$ cat src/rtl/imm_enc.sv
// Immediate encoder: turns a 32-bit constant into one or two {eop, imm16} words
// for an immediate extender. Define IMM_ENC_STATS_EN to add the stat_in/stat_split counters.
module imm_enc (
    input  logic        clk,
    input  logic        reset,
    input  logic        in_valid,
    output logic        in_ready,
    input  logic [31:0] in_data,
    output logic        out_valid,
    input  logic        out_ready,
    output logic [15:0] out_imm,
    output logic [1:0]  out_eop,
    output logic        out_last
`ifdef IMM_ENC_STATS_EN
    ,
    output logic [15:0] stat_in,
    output logic [15:0] stat_split
`endif
);

    localparam logic [1:0] IDLE = 2'd0;
    localparam logic [1:0] ONE  = 2'd1;
    localparam logic [1:0] HI   = 2'd2;
    localparam logic [1:0] LO   = 2'd3;

    logic [1:0]  state;
    logic [15:0] lo_imm;
    logic        in_hs;
    logic        out_hs;
    logic        is_split;
    logic [1:0]  cls_eop;
    logic [15:0] cls_imm;

    assign out_valid = (state != IDLE);
    assign out_hs    = out_valid && out_ready;
    // A new constant is taken only once the final word of the previous one leaves.
    assign in_ready  = !reset && ((state == IDLE) || (out_hs && out_last));
    assign in_hs     = in_valid && in_ready;

    // Classification in priority order; a split constant first sends its upper half.
    always_comb begin
        is_split = 1'b0;
        cls_eop  = 2'b00;
        cls_imm  = in_data[15:0];
        if ((&in_data[31:15]) || (~|in_data[31:15])) begin
            cls_eop = 2'b00;
            cls_imm = in_data[15:0];
        end else if (in_data[31:16] == 16'h0000) begin
            cls_eop = 2'b01;
            cls_imm = in_data[15:0];
        end else if (in_data[15:0] == 16'h0000) begin
            cls_eop = 2'b10;
            cls_imm = in_data[31:16];
        end else if ((in_data[1:0] == 2'b00) &&
                     ((&in_data[31:17]) || (~|in_data[31:17]))) begin
            cls_eop = 2'b11;
            cls_imm = in_data[17:2];
        end else begin
            is_split = 1'b1;
            cls_eop  = 2'b10;
            cls_imm  = in_data[31:16];
        end
    end

    always_ff @(posedge clk or posedge reset) begin
        if (reset) begin
            state    <= IDLE;
            out_imm  <= 16'h0000;
            out_eop  <= 2'b00;
            out_last <= 1'b0;
            lo_imm   <= 16'h0000;
        end else if (in_hs) begin
            state    <= is_split ? HI : ONE;
            out_eop  <= cls_eop;
            out_imm  <= cls_imm;
            out_last <= !is_split;
            lo_imm   <= in_data[15:0];
        end else if (out_hs) begin
            if (state == HI) begin
                state    <= LO;
                out_eop  <= 2'b01;
                out_imm  <= lo_imm;
                out_last <= 1'b1;
            end else begin
                state <= IDLE;
            end
        end
    end

`ifdef IMM_ENC_STATS_EN
    // Saturating event counters.
    always_ff @(posedge clk or posedge reset) begin
        if (reset) begin
            stat_in    <= 16'h0000;
            stat_split <= 16'h0000;
        end else if (in_hs) begin
            if (stat_in != 16'hFFFF) begin
                stat_in <= stat_in + 16'd1;
            end
            if (is_split && (stat_split != 16'hFFFF)) begin
                stat_split <= stat_split + 16'd1;
            end
        end
    end
`endif

endmodule
$ cat config.mk
export PLATFORM = sky130hd
export DESIGN_NAME = imm_enc
export DESIGN_NICKNAME = d
export VERILOG_FILES = /design/src/rtl/imm_enc.sv
export SDC_FILE = /design/constraint.sdc
export NUM_CORES = 1
export LEC_CHECK = 0
export ABC_CLOCK_PERIOD_IN_PS = 2800
export CORE_ASPECT_RATIO = 1.5
export CORE_MARGIN = 4
export CORE_UTILIZATION = 40
export CTS_BUF_LIST = sky130_fd_sc_hd__clkbuf_16
export CTS_CLUSTER_SIZE = 8
export DETAILED_ROUTE_END_ITERATION = 8
export GPL_TIMING_DRIVEN = 1
export PLACE_DENSITY_LB_ADDON = 0.25
export SYNTH_ARGS = -nofsm -noshare
export SYNTH_HDL_FRONTEND = slang
export SYNTH_SLANG_ARGS = --single-unit
$ cat constraint.sdc
create_clock -name clk -period 2.8 [get_ports clk]
set_clock_uncertainty 0.15 [all_clocks]
set_input_delay 0.28 -clock clk [delete_from_list [all_inputs] [get_ports clk]]
set_output_delay 0.28 -clock clk [all_outputs]
set_load 0.005 [all_outputs]
Yosys cells after proc, flatten, opt, wreduce, memory -nomap -nowiden
Index checks and enable logic that the tools add are counted. Widths: inputs -> output; s select.

Bitwise logic cells: 0. Divide/modulo/power cells: 0. $add $sub $neg: 0. Shifts and indexed selects: 0. Reductions and logical operators: 24. Equality and inequality tests: 1. $lt $le $gt $ge: 0. $mul: 0. Muxes and demuxes: 25.

Operators by type and width (number): $mux 16 (7); $logic_not 16->1 (2); $mux 2 (9); $reduce_and 17->1 (1); $reduce_or 17->1 (1); $reduce_and 15->1 (1); $reduce_or 15->1 (1); $mux 1 (9); $reduce_bool 2->1 (3); $logic_and 1x1->1 (5); $logic_not 1->1 (4); $logic_not 2->1 (2); $logic_or 1x1->1 (3); $eq 2x2->1 const B (1); $reduce_and 2->1 (1).

Latch bits: 0. Bits in read-only memories: 0. Register bits after elaboration: 37. RAM bits: 0. Memories: 0. Bits of input ports: 36. Logic and storage cells: 55.

Longest topological paths before layout
Word-level depth: 10. Depth in mapped cells: 8.

Worst setup path before layout
Ideal clock, no wire load.

Kind: in2reg. Start point: in in_data[21]. End point: reg out_imm[2]. Arrival: 2107 ps. Stages: 7. Path slack: 417 ps. Data required time: 2524 ps. Path buffers: 1. Library setup time: 126 ps. Cell sequence: or4_4 -> nor2_4 -> a31oi_1 -> nor2_4 -> buf_12 -> mux2_1 -> a221o_1.

Cells in the longest elaborated chain, start to end: 9.

Ends and longest elaborated chain: start, declared (RTL line 8) `input logic [31:0] in_data,`; $reduce_or 15->1 (RTL line 55) `((&in_data[31:17]) || (~|in_data[31:17]))) begin`; $logic_not 1->1 (RTL line 55); $logic_or 1x1->1 (RTL line 55); $logic_and 1x1->1 (RTL line 54) `end else if ((in_data[1:0] == 2'b00) &&`; $mux 16 (RTL line 54); $mux 16 (RTL line 51) `end else if (in_data[15:0] == 16'h0000) begin`; $mux 16 (RTL line 48) `end else if (in_data[31:16] == 16'h0000) begin`; $mux 16 * (RTL line 45) `if ((&in_data[31:15]) || (~|in_data[31:15])) begin`; $mux 16 * (RTL line 72) `end else if (in_hs) begin`; end signal, assigned (RTL line 75) `out_imm <= cls_imm;`; end signal, assigned (RTL line 82) `out_imm <= lo_imm;`; end, declared (RTL line 11) `output logic [15:0] out_imm,`.

Mark *: on every way between the ends. The rest lies on a longest branch, timed or not. A chain may end at the register's enable or synchronous reset.

Final worst setup path
Ends and elaborated chain as after synthesis.

==> flow_metrics.env <==
export IMPL_cts_path_max_buffers=2
export IMPL_fin_hold_ws_ps=309
export IMPL_drc=0
export IMPL_crit_fanout=15
export IMPL_first_pass_iters=5
export IMPL_grt_util_met1=0.248
export IMPL_wire_per_inst_um=16.7
export IMPL_grt_usage=0.203
export IMPL_die_w_um=65.9
export IMPL_core_rowCount=31
export IMPL_cp_cell_sequence="clkdlybuf4s50_1 -> or4_4 -> nor2_4 -> a31oi_1 -> nor2_4 -> buf_12 -> mux2_1 -> a221o_1"
export IMPL_antenna_left=0
export IMPL_cts_htree_levels=2
export IMPL_ys_top_cells_by_count="nand2_1 (45), dfrtp_1 (37), a221o_1 (15), o21ai_0 (12)"
export IMPL_final_hold_viol_count=0
export IMPL_fmax_mhz=390
export IMPL_total_power_mw=2.49
export IMPL_status="complete, no violations"
export IMPL_synth_edf_count=0
export IMPL_cp_required_ps=2810
export IMPL_area_growth_pct=44.7
export IMPL_yosys_warnings=0
export IMPL_numCtsBuffers=5
export IMPL_dp_hpwl_um=4420
export IMPL_core_area_mm2=0.00485
export IMPL_worst_slew_pin_slew_ps=614
export IMPL_yosysTopAreaCell="dfrtp_1"
export IMPL_cp_start_kind="input port"
export IMPL_syn_inst=205
export IMPL_rsz0062_at_grt="no"
export IMPL_critPathKind="in2reg"
export IMPL_synthArstFlopShare=1.00
export IMPL_yosys_register_bits=37
export IMPL_synth_nets=241
export IMPL_grt_pass1_vias=1948
export IMPL_post_route_period_util=0.915
export IMPL_setup_violations=0
export IMPL_grt_max_degree=38
export IMPL_worst_path_max_delay_cell="or4_4"
export IMPL_grt_pass1_wl_um=9540
export IMPL_met3_usage=0.0321
export IMPL_cts_tree="built"
export IMPL_post_cts_buffers=0
export IMPL_synth_most_common_cell="nand2_1"
export IMPL_cp_common_cell="nor2_4"
export IMPL_slew_headroom=0.591
export IMPL_drv_cap=0
export IMPL_slew_viol_final=0
export IMPL_r2r_slack_ps=590
export IMPL_fin_crit_ps=2560
export IMPL_num_antenna_cells=0
export IMPL_grt_overflow_total=0
export IMPL_synth_area_mm2=0.00201
export IMPL_initial_core_util=0.415
export IMPL_synth_flop_cell="dfrtp_1"
export IMPL_clk_insertion_delay_late_ps=280
export IMPL_clock_sinks=37
export IMPL_reg2reg_from="state[1]$_DFFE_PP0P_"
export IMPL_reg2reg_depth=7
export IMPL_dieArea_mm2=0.00625
export IMPL_syn_area_per_cell_um2=9.81
export IMPL_drtIter0Drc=72
export IMPL_slowest_delay_ps=560
export IMPL_critPathBufInv=2
export IMPL_ys_seq_area_frac=0.460
export IMPL_pin_count=57
export IMPL_p_per_area_mw_per_mm2=856
export IMPL_crit_arrival_ps=2580
export IMPL_via_per_inst=5.34
export IMPL_rr_endpoint="out_imm[12]$_DFFE_PP0P_"
export IMPL_holdBufCountCts=0
export IMPL_drive_gt1_frac=0.153
export IMPL_die_height_um=94.9
export IMPL_cts_resized=0
export IMPL_ir_drop_mv=0.383
export IMPL_hold_class="in2async"
export IMPL_synth_top_area_frac=0.460
export IMPL_busiest_layer="met2"
export IMPL_leakage_nw=1.30
export IMPL_routed_wl_um=5780
export IMPL_cts_root_buf="clkbuf_16"
export IMPL_gp_congestion=0.935
export IMPL_yosysUniqueCellTypes=35
export IMPL_portBuffers=56
export IMPL_ys_top_cells_by_area="dfrtp_1 (46%), nand2_1 (8.4%), a221o_1 (7.5%), mux2_1 (6.2%), mux2i_1 (3.5%)"
export IMPL_clk_pin_slew_ps=60
export IMPL_path_delay_family="simple AND/OR/NAND/NOR gates"
export IMPL_worst_setup_path_end_kind="flop"
export IMPL_antenna_found_initial=0
export IMPL_vias=1854
export IMPL_fin_nets=316
export IMPL_grt_use_met2=0.355
==> report_power, final <==
| part | switching (mW) | internal, mW | leakage (nW) |
|---|---|---|---|
| Sequential | 0.133 | 0.795 | 0.453 |
| Combinational | 0.454 | 0.570 | 0.777 |
| Clock | 0.215 | 0.326 | 0.0696 |
| Total | 0.802 | 1.69 | 1.30 |
==> state kept, by name, summed over array words and instances (netlist names) <==
name,cells
out_imm,16
lo_imm,16
state,2
out_last,1
out_eop,2
==> how the worst max path moves through the flow <==
stage | startpoint | to | slack (ps) | cells after the start
after detailed placement | in_data[21] | out_imm[10]$_DFFE_PP0P_ | -40 | 8
after global routing | in_data[21] | out_imm[5]$_DFFE_PP0P_ | 180 | 8
after floorplan | in_data[21] | out_imm[2]$_DFFE_PP0P_ | 420 | 7
after global placement | in_data[21] | out_imm[10]$_DFFE_PP0P_ | -30 | 8
after CTS | in_data[21] | out_imm[3]$_DFFE_PP0P_ | 250 | 8
final | in_data[21] | out_imm[2]$_DFFE_PP0P_ | 240 | 8
==> tightest hold or removal path, delay by kind of cell <==
kind,cells,cell delay [ps]
buf+inv,3,900
==> logic make-up (layout without fill, tap and decap cells) <==
family / after synthesis / count (layout) / synth area share
compound gates: 44 / 44 / 0.163
buf+inv: 22 / 98 / 0.0578
flops: 37 / 37 / 0.460
mux: 22 / 22 / 0.119
simple gates: 80 / 80 / 0.200
==> cell usage in the layout, fill, tap and decap left out, types with 2 or more instances in the layout <==
cell | netlist | final
a21oi_1 | 4 | 3
clkinv_2 | 0 | 2
inv_1 | 11 | 11
nand4_1 | 4 | 4
a221o_1 | 15 | 15
a211oi_1 | 7 | 7
nor4_1 | 6 | 6
nor2_4 | 2 | 2
mux2_2 | 4 | 4
nor2_1 | 6 | 6
mux2_1 | 11 | 11
or4_4 | 2 | 2
or2_1 | 2 | 2
clkdlybuf4s50_1 | 0 | 56
a31oi_1 | 2 | 2
dfrtp_1 | 37 | 37
clkbuf_16 | 0 | 5
mux2i_1 | 7 | 7
nand2_1 | 45 | 45
o21ai_0 | 12 | 12
nand3_1 | 5 | 5
buf_4 | 0 | 22
==> area by class of cell <==
| type | count | area [µm²] |
|---|---|---|
| Sequential cell | 37 | 926 |
| Inverter | 11 | 41.3 |
| Timing Repair Buffer | 79 | 746 |
| Fill cell | 444 | 1940 |
| Multi-Input combinational cell | 146 | 973 |
| Tap cell | 66 | 82.6 |
| Clock inverter | 3 | 17.5 |
| Clock buffer | 5 | 125 |
==> per-layer routing <==
layer / up-vias / wire (µm)
met2: 64 / 3030
met5: - / 0
met3: 10 / 306
met1: 885 / 2350
met4: 0 / 100
li1: 895 / -
==> through the flow <==
| stage | instance area, µm² | TNS (ps) | util | worst slack, ps | instances |
|---|---|---|---|---|---|
| 5_1_grt | 2910 | 0 | 0.601 | 177 | 347 |
| 4_1_cts | 2910 | 0 | 0.601 | 245 | 347 |
| 2_1_floorplan | 2010 | 0 | - | 417 | 205 |
| 3_3_place_gp | 2770 | -125 | 0.571 | -29.2 | 339 |
| 3_5_place_dp | 2770 | -224 | 0.571 | -36.6 | 339 |
| 6_report | 2910 | 0 | 0.601 | 237 | 347 |
No activity file was read; power rests on OpenSTA's default activity.
